**src/rtl/prio_irq_encoder.sv**
```systemverilog
// Registered N-input priority encoder with pending latch, per-input mask and ack handshake.
// Define ROTATE_PRIO_EN for round-robin priority; the default build uses fixed priority with index N-1 highest.
module prio_irq_encoder #(
  parameter int N     = 8,
  parameter int IDX_W = 3
) (
  input  logic             clk,
  input  logic             rst_n,
  input  logic [N-1:0]     req,
  input  logic [N-1:0]     mask,
  input  logic             ack,
  output logic [IDX_W-1:0] out_idx,
  output logic             out_valid,
  output logic [N-1:0]     pending
);

  typedef enum logic [1:0] {
    IDLE    = 2'd0,
    GRANT   = 2'd1,
    RECOVER = 2'd2
  } state_t;

  // Handshake: out_valid high means out_idx is offered; a transfer happens on any
  // edge where out_valid && ack. out_idx is frozen until then or until its mask bit drops.
  state_t           state;
  state_t           state_d;
  logic [N-1:0]     elig;
  logic [N-1:0]     clr;
  logic [N-1:0]     pending_d;
  logic [IDX_W-1:0] winner;
  logic [IDX_W-1:0] idx_d;
  logic             valid_d;
  logic             take_ack;
  logic             withdraw;

  assign elig     = pending & mask;
  assign take_ack = (state == GRANT) && ack;
  assign withdraw = (state == GRANT) && !ack && !mask[out_idx];

`ifdef ROTATE_PRIO_EN
  logic [IDX_W-1:0] ptr;

  // Later assignments override earlier ones, so the search start (ptr) is visited last.
  always_comb begin
    winner = '0;
    for (int k = N - 1; k >= 0; k--) begin
      if (elig[(int'(ptr) + N - k) % N]) winner = IDX_W'((int'(ptr) + N - k) % N);
    end
  end

  always_ff @(posedge clk or negedge rst_n) begin
    if (!rst_n) begin
      ptr <= IDX_W'(N - 1);
    end else if (take_ack) begin
      ptr <= (out_idx == '0) ? IDX_W'(N - 1) : out_idx - IDX_W'(1);
    end
  end
`else
  always_comb begin
    winner = '0;
    for (int i = 0; i < N; i++) begin
      if (elig[i]) winner = IDX_W'(i);
    end
  end
`endif

  // State register and registered outputs.
  always_ff @(posedge clk or negedge rst_n) begin
    if (!rst_n) begin
      state     <= IDLE;
      out_idx   <= '0;
      out_valid <= 1'b0;
      pending   <= '0;
    end else begin
      state     <= state_d;
      out_idx   <= idx_d;
      out_valid <= valid_d;
      pending   <= pending_d;
    end
  end

  // Next-state logic; RECOVER is a one-cycle bubble after every ack.
  always_comb begin
    state_d = state;
    case (state)
      IDLE:    if (|elig) state_d = GRANT;
      GRANT: begin
        if (take_ack)      state_d = RECOVER;
        else if (withdraw) state_d = IDLE;
      end
      RECOVER: state_d = (|elig) ? GRANT : IDLE;
      default: state_d = IDLE;
    endcase
  end

  // Output logic; a set on the same edge as the ack clear keeps the bit.
  always_comb begin
    clr = '0;
    if (take_ack) clr[out_idx] = 1'b1;
    pending_d = (pending & ~clr) | req;
    valid_d   = (state_d == GRANT);
    idx_d     = out_idx;
    if (state != GRANT && state_d == GRANT) idx_d = winner;
  end

endmodule

```
**config.mk**
```make
export PLATFORM = sky130hd
export DESIGN_NAME = prio_irq_encoder
export DESIGN_NICKNAME = d
export VERILOG_FILES = /design/src/rtl/prio_irq_encoder.sv
export SDC_FILE = /design/constraint.sdc
export NUM_CORES = 1
export LEC_CHECK = 0
export BUFFER_PORTS_ARGS = -buffer_cell sky130_fd_sc_hd__buf_2
export CAP_MARGIN = 15
export CORE_AREA = 2 2 49 51
export DETAILED_ROUTE_END_ITERATION = 8
export DIE_AREA = 0 0 51 53
export SYNTH_ARGS = -nofsm -noshare
export SYNTH_HDL_FRONTEND = slang
export SYNTH_SLANG_ARGS = --single-unit
```
**constraint.sdc**
```tcl
create_clock -name clk -period 2.1 [get_ports clk]
set_input_delay 0.42 -clock clk [delete_from_list [all_inputs] [get_ports clk]]
set_output_delay 0.42 -clock clk [all_outputs]
set_load 0.005 [all_outputs]
```
# Word level (Yosys, flattened, before mapping)

Cells that the tools add are included.

Divide/modulo/power cells: 0
Muxes and demuxes: 17
Add/subtract/negate cells: 0
Equality and inequality tests: 4
Shift-type cells: 0
$lt $le $gt $ge: 2
Multiply operators: 0
Reduce and logical (&&, ||, !) cells: 9
Bitwise logic cells: 4

Operators with widths:

| cell                 | count |
|---|---|
| $and A8 B8 Y8        | 2 |
| $mux W3              | 4 |
| $mux W2              | 5 |
| $mux W8              | 1 |
| $not A8 Y8           | 1 |
| $or A8 B8 Y8         | 1 |
| $reduce_or A8 Y1     | 1 |
| $pmux W2 S3          | 1 |
| $logic_and A1 B1 Y1  | 5 |
| $eq A2 B1 Y1 const B | 2 |
| $lt A3 B4 Y1 const B | 1 |
| $mux W1              | 4 |
| $bmux W1 S3          | 1 |
| $demux W1 S3         | 1 |
| $ge A3 B1 Y1 const B | 1 |
| $eq A2 B2 Y1 const B | 1 |
| $logic_not A1 Y1     | 2 |
| $logic_not A2 Y1     | 1 |
| $ne A2 B1 Y1 const B | 1 |

Memory bits (read-only): 0
Memory bits (writable): 0
Word-level logic and storage cells: 40
Output and inout port bits: 12
Memories: 0
Register bits after elaboration: 14
Latch bits: 0
Bits of input ports: 19

# Depth between registers and ports, before layout

Word-level depth: 9
Gate-level depth with buffers: 5
Depth with buffers taken out: 4

# Least setup slack after synthesis

OpenSTA, ideal clock, no wires.

Kind: register to register
Start point: register out_idx[1]
End point: register out_valid
Clock period less this slack: 1427 ps
Path slack: 673 ps
Setup time: 118 ps
Arrival: 1309 ps
Buffers on the path: 0
Required time: 1982 ps
Stages on the path, launching flop included: 4
Path through: dfrtp_1 > mux4_2 > mux2_4 > a21o_1

Word-level cells in the longest chain between the ends: 8

Ends and longest elaborated chain:

| item                          | RTL line | text |
|---|---|---|
| start, declared               | 12       | `output logic [IDX_W-1:0] out_idx,` |
| start signal, assigned        | 76       | `out_idx <= idx_d;` |
| $bmux W1 S3                   | 38       | `assign withdraw = (state == GRANT) && !ack && !mask[out_idx];` |
| $mux W1 (not written as such) | 38       |  |
| $logic_not A1 Y1              | 38       |  |
| $logic_and A1 B1 Y1           | 38       |  |
| $mux W2                       | 89       | `else if (withdraw) state_d = IDLE;` |
| $mux W2                       | 88       | `if (take_ack) state_d = RECOVER;` |
| $pmux W2 S3                   | 85       | `case (state)` |
| $eq A2 B1 Y1                  | 101      | `valid_d = (state_d == GRANT);` |
| net valid_d                   | 32       | `logic valid_d;` |
| end signal, assigned          | 77       | `out_valid <= valid_d;` |
| end, declared                 | 13       | `output logic out_valid,` |

The timed path passes the listed nets, and every way through them passes these cells. The select of a mux whose other input is x is not followed.
A chain may end at the register's enable or synchronous reset.

# Final worst setup path

Start point: register out_idx[1]
End point: register state[0]

Word-level cells in the longest chain between the ends: 7

Ends and longest elaborated chain:

| item                          | RTL line | text |
|---|---|---|
| $bmux W1 S3                   | 38       |  |
| $mux W1 (not written as such) | 38       |  |
| $logic_not A1 Y1              | 38       |  |
| $logic_and A1 B1 Y1           | 38       |  |
| $mux W2                       | 89       |  |
| $mux W2                       | 88       |  |
| $pmux W2 S3                   | 85       |  |
| net state_d[0]                | 26       | `state_t state_d;` |
| end signal, assigned          | 75       | `state <= state_d;` |
| end, declared                 | 25       | `state_t state;` |

The timed path passes the listed nets, and every way through them passes these cells. The select of a mux whose other input is x is not followed.

==> out/qor.yml <==
min_path:
  hold_class: "in -> async"
setup_path:
  regToRegStartpoint: "out_idx[1]"
  cp_max_fo: 8
  reg2reg_to: "state[0]"
  reg2reg_depth: 3
  startpoint_type: "flip-flop"
  cp-end-kind: "flip-flop"
  worstPathRequired_ns: 2.28
  worstSetupPathType: "reg -> reg"
  startpoint: "out_idx[1]"
  crit_arrival_ns: 1.74
  rrSetupSlack_ns: 0.54
global_routing:
  grt_pass1_vias: 609
  antenna_found_initial: 0
  grt_max_degree: 15
  grt_pass1_wl_mm: 2.85
  overflow: 0
  grt_use_total_pct: 14.8
synthesis:
  synthCells: 65
  synthFlopType: "dfrtp_1"
  synthesis.nets: 84
  synthDistinctLibCells: 25
  netlist_top_cells_area: "dfrtp_1 (49%), a21o_1 (9.5%), a22oi_1 (4.2%), mux4_2 (3.2%), nand2_1 (3.2%)"
  synth_top_cells_by_count: "dfrtp_1 (14), a21o_1 (9), nand2_1 (6)"
  yosysMostFrequentCell: "dfrtp_1"
  synth.top_cell.area_share_pct: 49.2
  synth-seq-cells: 14
  ys_seq_area_share_pct: 49.2
  async_flop_share_pct: 100
  synth_area_per_cell_um2: 11.0
  synth_area_um2: 712
  yosysWarnings: 0
  synth_edf_count: 0
  yosys.area.top_type: "dfrtp_1"
power:
  clockPowerShare_pct: 21.5
  combPwrFrac_pct: 34.0
  p_int_uw: 607
  switching_share_pct: 34.7
  powerDensity_nw_per_um2: 1010
  peakVddDrop_v: 0.000410
  p_switching_uw: 323
  p_seq_share_pct: 44.5
  p_leak_nw: 0.390
clock_tree:
  clk-insertion-delay-late_ns: 0.28
  cts_max_level: 1
  clock_path_buffers: 2
  ctsHoldBuffers: 0
  cts_root_buf: "clkbuf_4"
  clkTransAtPathRegs_ns: 0.09
  tritoncts: "yes"
  post_cts_buffers: 0
  cts_buffers: 3
  cts.sink_count: 14
  cts_resized: 0
detailed_routing:
  drc_errors: 0
  antenna_left: 0
  dr.pass1.iters: 4
  drt-vias-per-instance: 5.19
  vias: 643
  wl_per_cell_um: 14.7
  drt_iter0_markers: 47
  wirelength_mm: 1.83
placement:
  globalplace.congestion: 0.863
  port_buffers: 30
  place_hpwl_mm: 1.39
  place_ws_ns: 0.553
sta:
  setup_slack_ns: 0.538
  setup_viol: 0
  fin_tns_setup_ns: 0
  fin_crit_sh_pct: 74.4
  relSlewSlack_pct: 74.6
  hold_viol_final: 0
  tightest_slew_ns: 0.372
  rsz0062_at_grt: "false"
  fmax_mhz: 640
  whs_ns: 0.0233
  skew_ns: 0.00331
  final_max_slew_viol_count: 0
  fin_crit_ns: 1.56
floorplanning:
  die_area_um2: 2700
  fp.dieH_um: 53
  die_w_um: 51
  core_area_um2: 2150
  start_util_pct: 33.1
  rows: 17
  io_pins: 31
layout:
  diodes: 0
  drive_gt1_share_pct: 39.6
  layout.nets: 116
  syn2layout_area_growth_pct: 29.9
flow_run:
  maxCapViolCount: 0
status:
  status: "finished, final reports clean"
-- layout by cell type, fill, tap and decap left out, types with 3 or more instances in the layout --
cell type and n:
a21o_1 9, a22oi_1 4, a31oi_1 3, buf_2 30, clkbuf_4 3, dfrtp_1 14
nand2_1 6, nor2_1 4
-- through the flow --
step	cell area, µm²	utilization, %	total power [mW]	instances
global placement	888	41.4	0.726	120
floorplan	712	-	0.617	65
detailed placement	888	41.4	0.735	120
CTS	925	43.0	0.938	124
global route	925	43.0	0.990	124
finish	925	43.0	0.931	124
-- how the worst max path moves through the flow --
| stage | slack [ns] | to |
|---|---|---|
| 3_5_place_dp | 0.55 | state[0] |
| 3_3_place_gp | 0.57 | out_valid |
| 4_1_cts | 0.54 | state[0] |
| 2_1_floorplan | 0.67 | out_valid |
| 6_report | 0.54 | state[0] |
| 5_1_grt | 0.49 | state[0] |
-- layer usage --
metal | share of wire, % | wire [µm] | track usage [%]
met1 | 46 | 833 | 19.6
met2 | 42 | 775 | 22.1
met3 | 11 | 200 | 3.39
met4 | 0.93 | 17 | 8.11
met5 | 0 | 0 | 0
-- critical path: stages, from the launching register on --
cell and delay, ns:
dfrtp_1 0.49, mux4_2 0.53, mux2_4 0.27, a21o_1 0.16
-- cell families (layout without fill, tap and decap cells) --
logic type             Yosys count  count (layout)  synth area share [%]
and+or+nand+nor                 23              23                  18.3
AOI/OAI and AO/OA               21              21                  23.6
DFF                             14              14                  49.2
buffers and inverters            4              35                  2.28
muxes                            3               3                  6.68
-- flip-flops by register name (all words and copies together) (netlist names) --
register   count
pending        8
state          2
out_idx        3
out_valid      1
-- layout make-up --
class,instances,area [µm²]
multi-input combinational,47,345
timing repair buffer,31,158
sequential,14,350
clock buffer,4,36.3
fill,219,1220
tap,28,35.0
-- power groups by stage --
stage               registers, mW  logic (mW)  clock network, mW
floorplan                   0.384       0.233                  0
global placement            0.417       0.309                  0
detailed placement          0.419       0.316                  0
CTS                         0.414       0.318              0.206
global route                0.424       0.345              0.221
finish                      0.414       0.317              0.200
Note: power is estimated with default switching activity, not from simulation.
